===== src/rtl/writeback_regfile_pkg.sv =====
`default_nettype none
// ============================================================================
// Module : writeback_regfile_pkg
// Brief  : Y86-64 icodes, register IDs and status encodings for write-back.
// Rev    : 1.0
// ============================================================================
package writeback_regfile_pkg;

    localparam logic [3:0] IHALT   = 4'h0;
    localparam logic [3:0] INOP    = 4'h1;
    localparam logic [3:0] IRRMOVQ = 4'h2;
    localparam logic [3:0] IIRMOVQ = 4'h3;
    localparam logic [3:0] IRMMOVQ = 4'h4;
    localparam logic [3:0] IMRMOVQ = 4'h5;
    localparam logic [3:0] IOPQ    = 4'h6;
    localparam logic [3:0] IJXX    = 4'h7;
    localparam logic [3:0] ICALL   = 4'h8;
    localparam logic [3:0] IRET    = 4'h9;
    localparam logic [3:0] IPUSHQ  = 4'hA;
    localparam logic [3:0] IPOPQ   = 4'hB;

    localparam logic [3:0] RNONE   = 4'hF;
    localparam int         NREGS   = 15;

    typedef enum logic [2:0] {
        SAOK = 3'd1,
        SHLT = 3'd2,
        SADR = 3'd3,
        SINS = 3'd4
    } stat_e;

    // Address faults outrank illegal encodings, which outrank halt.
    function automatic stat_e inst_status(
        input logic       imem_err,
        input logic       dmem_err,
        input logic       instr_valid,
        input logic [3:0] icode
    );
        if (imem_err || dmem_err)
            return SADR;
        else if (!instr_valid)
            return SINS;
        else if (icode == IHALT)
            return SHLT;
        else
            return SAOK;
    endfunction

endpackage
`default_nettype wire


===== src/rtl/writeback_regfile_regfile.sv =====
`default_nettype none
// ============================================================================
// Module : writeback_regfile_regfile
// Brief  : 15 x XLEN register array, two write ports (M wins), two read ports.
// Rev    : 1.0
// ============================================================================
module writeback_regfile_regfile
    import writeback_regfile_pkg::*;
#(
    parameter int XLEN   = 64,
    parameter bit BYPASS = 1'b1
) (
    input  logic            clk,
    input  logic            rst,
    input  logic            i_we_e,
    input  logic [3:0]      i_dst_e,
    input  logic [XLEN-1:0] i_wdata_e,
    input  logic            i_we_m,
    input  logic [3:0]      i_dst_m,
    input  logic [XLEN-1:0] i_wdata_m,
    input  logic [3:0]      i_src_a,
    input  logic [3:0]      i_src_b,
    output logic [XLEN-1:0] o_val_a,
    output logic [XLEN-1:0] o_val_b
);

    logic [XLEN-1:0] r_regs [0:NREGS-1];

    logic w_we_e;
    logic w_we_m;

    assign w_we_e = i_we_e && (i_dst_e != RNONE);
    assign w_we_m = i_we_m && (i_dst_m != RNONE);

    // The M write is issued last so it wins when both target one register.
    always_ff @(posedge clk) begin
        if (rst) begin
            for (int i = 0; i < NREGS; i++)
                r_regs[i] <= '0;
        end else begin
            if (w_we_e)
                r_regs[i_dst_e] <= i_wdata_e;
            if (w_we_m)
                r_regs[i_dst_m] <= i_wdata_m;
        end
    end

    function automatic logic [XLEN-1:0] read_port(input logic [3:0] src);
        if (src == RNONE)
            return '0;
        else if (BYPASS && w_we_m && (i_dst_m == src))
            return i_wdata_m;
        else if (BYPASS && w_we_e && (i_dst_e == src))
            return i_wdata_e;
        else
            return r_regs[src];
    endfunction

    always_comb begin
        o_val_a = read_port(i_src_a);
        o_val_b = read_port(i_src_b);
    end

endmodule
`default_nettype wire


===== src/rtl/writeback_regfile.sv =====
`default_nettype none
// ============================================================================
// Module : writeback_regfile
// Brief  : Y86-64 write-back stage: commit gating, sticky status, retire count.
// Rev    : 1.0
// ============================================================================
module writeback_regfile
    import writeback_regfile_pkg::*;
#(
    parameter int XLEN   = 64,
    parameter bit BYPASS = 1'b1,
    parameter int CNT_W  = 64
) (
    input  logic             clk_i,
    input  logic             rst_i,
    input  logic             valid_i,
    input  logic [3:0]       icode_i,
    input  logic             cnd_i,
    input  logic [3:0]       dstE_i,
    input  logic [3:0]       dstM_i,
    input  logic [XLEN-1:0]  valE_i,
    input  logic [XLEN-1:0]  valM_i,
    input  logic             imem_error_i,
    input  logic             instr_valid_i,
    input  logic             dmem_error_i,
    input  logic [3:0]       srcA_i,
    input  logic [3:0]       srcB_i,
    output logic [XLEN-1:0]  valA_o,
    output logic [XLEN-1:0]  valB_o,
    output logic [2:0]       stat_o,
    output logic             halted_o,
    output logic [CNT_W-1:0] retired_o
);

    stat_e            r_stat;
    logic             r_halted;
    logic [CNT_W-1:0] r_retired;

    stat_e w_inst_stat;
    logic  w_active;
    logic  w_commit;
    logic  w_we_e;
    logic  w_we_m;

    assign w_inst_stat = inst_status(imem_error_i, dmem_error_i, instr_valid_i, icode_i);
    assign w_active    = valid_i && (r_stat == SAOK) && !rst_i;
    assign w_commit    = w_active && (w_inst_stat == SAOK);

    // A not-taken cmovXX is still retired but must leave its destination alone.
    assign w_we_e = w_commit && (dstE_i != RNONE) && !((icode_i == IRRMOVQ) && !cnd_i);
    assign w_we_m = w_commit && (dstM_i != RNONE);

    always_ff @(posedge clk_i) begin
        if (rst_i) begin
            r_stat    <= SAOK;
            r_halted  <= 1'b0;
            r_retired <= '0;
        end else begin
            case (r_stat)
                SAOK: begin
                    if (w_commit) begin
                        r_retired <= r_retired + CNT_W'(1);
                    end else if (w_active) begin
                        r_stat   <= w_inst_stat;
                        r_halted <= 1'b1;
                    end
                end
                default: begin
                    r_stat   <= r_stat;
                    r_halted <= 1'b1;
                end
            endcase
        end
    end

    writeback_regfile_regfile #(
        .XLEN   (XLEN),
        .BYPASS (BYPASS)
    ) u_regfile (
        .clk       (clk_i),
        .rst       (rst_i),
        .i_we_e    (w_we_e),
        .i_dst_e   (dstE_i),
        .i_wdata_e (valE_i),
        .i_we_m    (w_we_m),
        .i_dst_m   (dstM_i),
        .i_wdata_m (valM_i),
        .i_src_a   (srcA_i),
        .i_src_b   (srcB_i),
        .o_val_a   (valA_o),
        .o_val_b   (valB_o)
    );

    assign stat_o    = r_stat;
    assign halted_o  = r_halted;
    assign retired_o = r_retired;

endmodule
`default_nettype wire

===== config.mk =====
export PLATFORM = sky130hd
export DESIGN_NAME = writeback_regfile
export DESIGN_NICKNAME = d
export VERILOG_FILES = /design/src/rtl/writeback_regfile_pkg.sv /design/src/rtl/writeback_regfile_regfile.sv /design/src/rtl/writeback_regfile.sv
export SDC_FILE = /design/constraint.sdc
export NUM_CORES = 2
export LEC_CHECK = 0
export CORE_ASPECT_RATIO = 0.75
export CORE_MARGIN = 10
export CORE_UTILIZATION = 62
export CTS_BUF_LIST = sky130_fd_sc_hd__clkbuf_16
export DETAILED_ROUTE_END_ITERATION = 6
export PLACE_DENSITY = 0.88
export SYNTH_ARGS = -nofsm -noshare
export SYNTH_HDL_FRONTEND = slang
export SYNTH_SLANG_ARGS = --single-unit
export TNS_END_PERCENT = 10

===== constraint.sdc =====
create_clock -name clk_i -period 11.45 [get_ports clk_i]
set_input_delay 3.435 -clock clk_i [delete_from_list [all_inputs] [get_ports clk_i]]
set_output_delay 3.435 -clock clk_i [all_outputs]
set_load 0.005 [all_outputs]

==> flow_summary.toml <==
[worst_setup_path]
crit_family = "simple AND/OR/NAND/NOR gates"
worstRegToRegCells = 7
crit_cells = 9
required_ns = 8.02
cpPeakStageDelay_ns = 1.31
path_buf_inv = 4
slowest_stage = "nor4b_1"
crit_path_cell_trace = "buf_6, buf_4, xnor2_1, nand4_1, nor2_4, buf_12, nor4b_1, a221o_1, clkdlybuf4s50_1"
worstSetupPathType = "in -> out"
start_kind = "input pin"
critical_path_arrival_ns = 7.63
cp_max_fo = 41
critPathCaptureType = "primary output"

[grt]
antenna_found_initial = 24
grt_max_degree = 91
gr-total-overflow = 0
grt_pass1_vias = 61400
grt_first_pass_wirelength_mm = 384
grt_use_total = 0.410

[synth]
synth_edf_count = 1024
async_flop_share = 0
yosysWarnings = 0
syn_area_per_cell_um2 = 10.1
synth_cells = 6738
yosysTopAreaCellShare = 0.454
synth_area_um2 = 67700
yosys.area.top_type = "edfxtp_1"
yosys-top-cells-area = "edfxtp_1, nand2_1, mux4_2, mux2_2, o21ai_0"
synthFlopType = "edfxtp_1"
yosys.cell_types.count = 51
yosysSeqAreaShare = 0.474
ys_ff_latch = 1092

[timing]
worst_pin_slew_ns = 1.56
rsz0062_at_grt = "false"
setup_viol = 0
fin_crit_sh = 0.967
relSlewSlack = -0.0562
hold_ws_ns = 0.490
max_freq_ghz = 0.0903
hold_viol = 0
period_minus_slack_ns = 11.07
setup_tns_ns = 0
report.final.slew_viol_count = 2
clock_skew_ns = 0.0387

[layout]
multi_input_area_um2 = 32700
final_area_um2 = 74900
nets = 6646
final_cell_mix = "nand2_1, edfxtp_1, o21ai_0"
syn2layout_area_growth_pct = 10.6
mostFrequentLayoutCell = "nand2_1"
area.sequential_um2 = 32100
fill_cells = 7147
finalNonFillerCells = 8018
drive_above_1_share = 0.177

[route]
vias = 62400
drt_iter0_drc = 13000
dr.pass1.iters = 7
wl_per_cell_um = 33.1
ant_nets = 0
finalWirelength_mm = 265
vias_per_cell = 7.78
drcViolationCount = 183

[die]
fp-row-count = 104
num_io_pins = 351
initial_core_util = 0.628
die_area_um2 = 123000
die_x_um = 402
design.core.area_um2 = 108000
chipHeight_um = 306

[job]
maxCapViolCount = 1

[clock_network]
cts_setup_buffers = 0
cts_max_level = 3
cts_max_path_buffers = 3
cts_tree = "built"
cts-root-buf = "clkbuf_16"
clkTransAtPathRegs_ns = 0.06
cts_buffers = 106
cts_sinks = 1092
holdBufCountCts = 0
clk_latency_ns = 0.75
cts.repair.resized = 0

[placement]
dp_hpwl_mm = 153
place_area_um2 = 71600
dp.cells = 7813
gp_congestion = 0.939
io_buffers = 350

[run_status]
outcome = "complete, but fails checks"
violations = "DRC, capacitance limit, slew limit"

[power]
p_per_area_nw_per_um2 = 126
ir_worst_vdd_uv = 122
p_leak_uw = 0.0243

[worst_hold_path]
min_path_type = "reg -> reg"
hold_depth = 1
worst register-to-register path, cell delays in order (launching register included):
cell and delay [ns]:
dfxtp_1 0.35, and4bb_2 0.31, buf_4 0.19, nand3_1 0.73, nor4_2 0.58, buf_4 0.84
or3_4 0.92, buf_4 0.56
path summary, 6_finish.rpt:
check	end	startpoint	slack [ns]
worst max-delay path	valA_o[2]	srcA_i[0]	0.38
worst max register to register	u_regfile.r_regs[12][37]$_DFFE_PP_	stat_o[1]$_SDFFE_PP0P_	6.61
worst min-delay path	retired_o[63]$_SDFFE_PP0P_	retired_o[63]$_SDFFE_PP0P_	0.49
worst min register to register	retired_o[63]$_SDFFE_PP0P_	retired_o[63]$_SDFFE_PP0P_	0.49
state kept, by name, indices dropped and copies added, names as in the netlist:
signal            count
stat_o                3
halted_o              1
u_regfile.r_regs   1024
retired_o            64
synth_stat cells (2+ instances only):
cell	number
o22ai_1	252
nand2b_1	10
a211o_1	2
nand3_1	93
inv_1	12
or3_1	39
a221o_1	126
o31ai_1	8
and3_1	5
nor2b_1	130
nor2_1	58
o41ai_1	2
xnor2_1	42
nor3_2	2
nor4b_1	126
o32ai_1	4
mux4_2	260
clkbuf_1	816
o21a_1	2
nor4_1	26
and2_1	5
buf_1	88
or4_4	3
dfxtp_1	68
xor2_1	4
a21oi_1	34
nand2_1	1626
and4_1	4
nor3_1	27
mux2_2	504
buf_2	35
o21ai_0	981
o311ai_0	2
or2_2	8
or4_1	9
edfxtp_1	1024
buf_6	2
nand4_1	31
a22o_1	131
a211oi_1	126
routing by layer:
metal	part of all wire	track usage	wire, um
met4	0.090	0.293	23900
met1	0.30	0.485	80600
met2	0.41	0.587	109000
met3	0.19	0.193	51500
met5	0.00086	0.00234	228
power by group:
part           internal, uW  leakage, uW  switching [uW]
combinational           561       0.0115             807
sequential             4500       0.0111            79.0
clock                  1890      0.00170            1610
total                  6950       0.0243            2500
logic make-up (layout without fill, tap and decap cells):
family	Yosys count	after routing	share of synthesized area
compound gates	1672	1672	0.150
xor+xnor	46	46	0.00595
fa+ha+maj	1	1	0.000185
buf+inv	953	725	0.0537
flops	1092	1092	0.474
mux	764	764	0.170
other cells	1	78	0.0000554
simple gates	2209	2209	0.145
cell type report:
| type | count | share of cell area |
|---|---|---|
| repair buffers | 522 | 0.0669 |
| clock inverters | 82 | 0.00755 |
| clock buffers | 109 | 0.0364 |
| inverters | 12 | 0.000601 |
| well taps | 1431 | 0.0239 |
| diodes | 14 | 0.000468 |
| flip-flops and latches | 1092 | 0.428 |
| multi-input cells | 4756 | 0.436 |
per-stage QoR:
step	setup slack, ns	utilization	total power, uW
after floorplan	2.21	-	5400
after global placement	0.729	0.664	5890
after detailed placement	0.712	0.664	5940
after CTS	0.704	0.694	9320
after global routing	0.618	0.695	9570
final	0.382	0.695	9450
No activity file was read; power rests on OpenSTA's default activity.
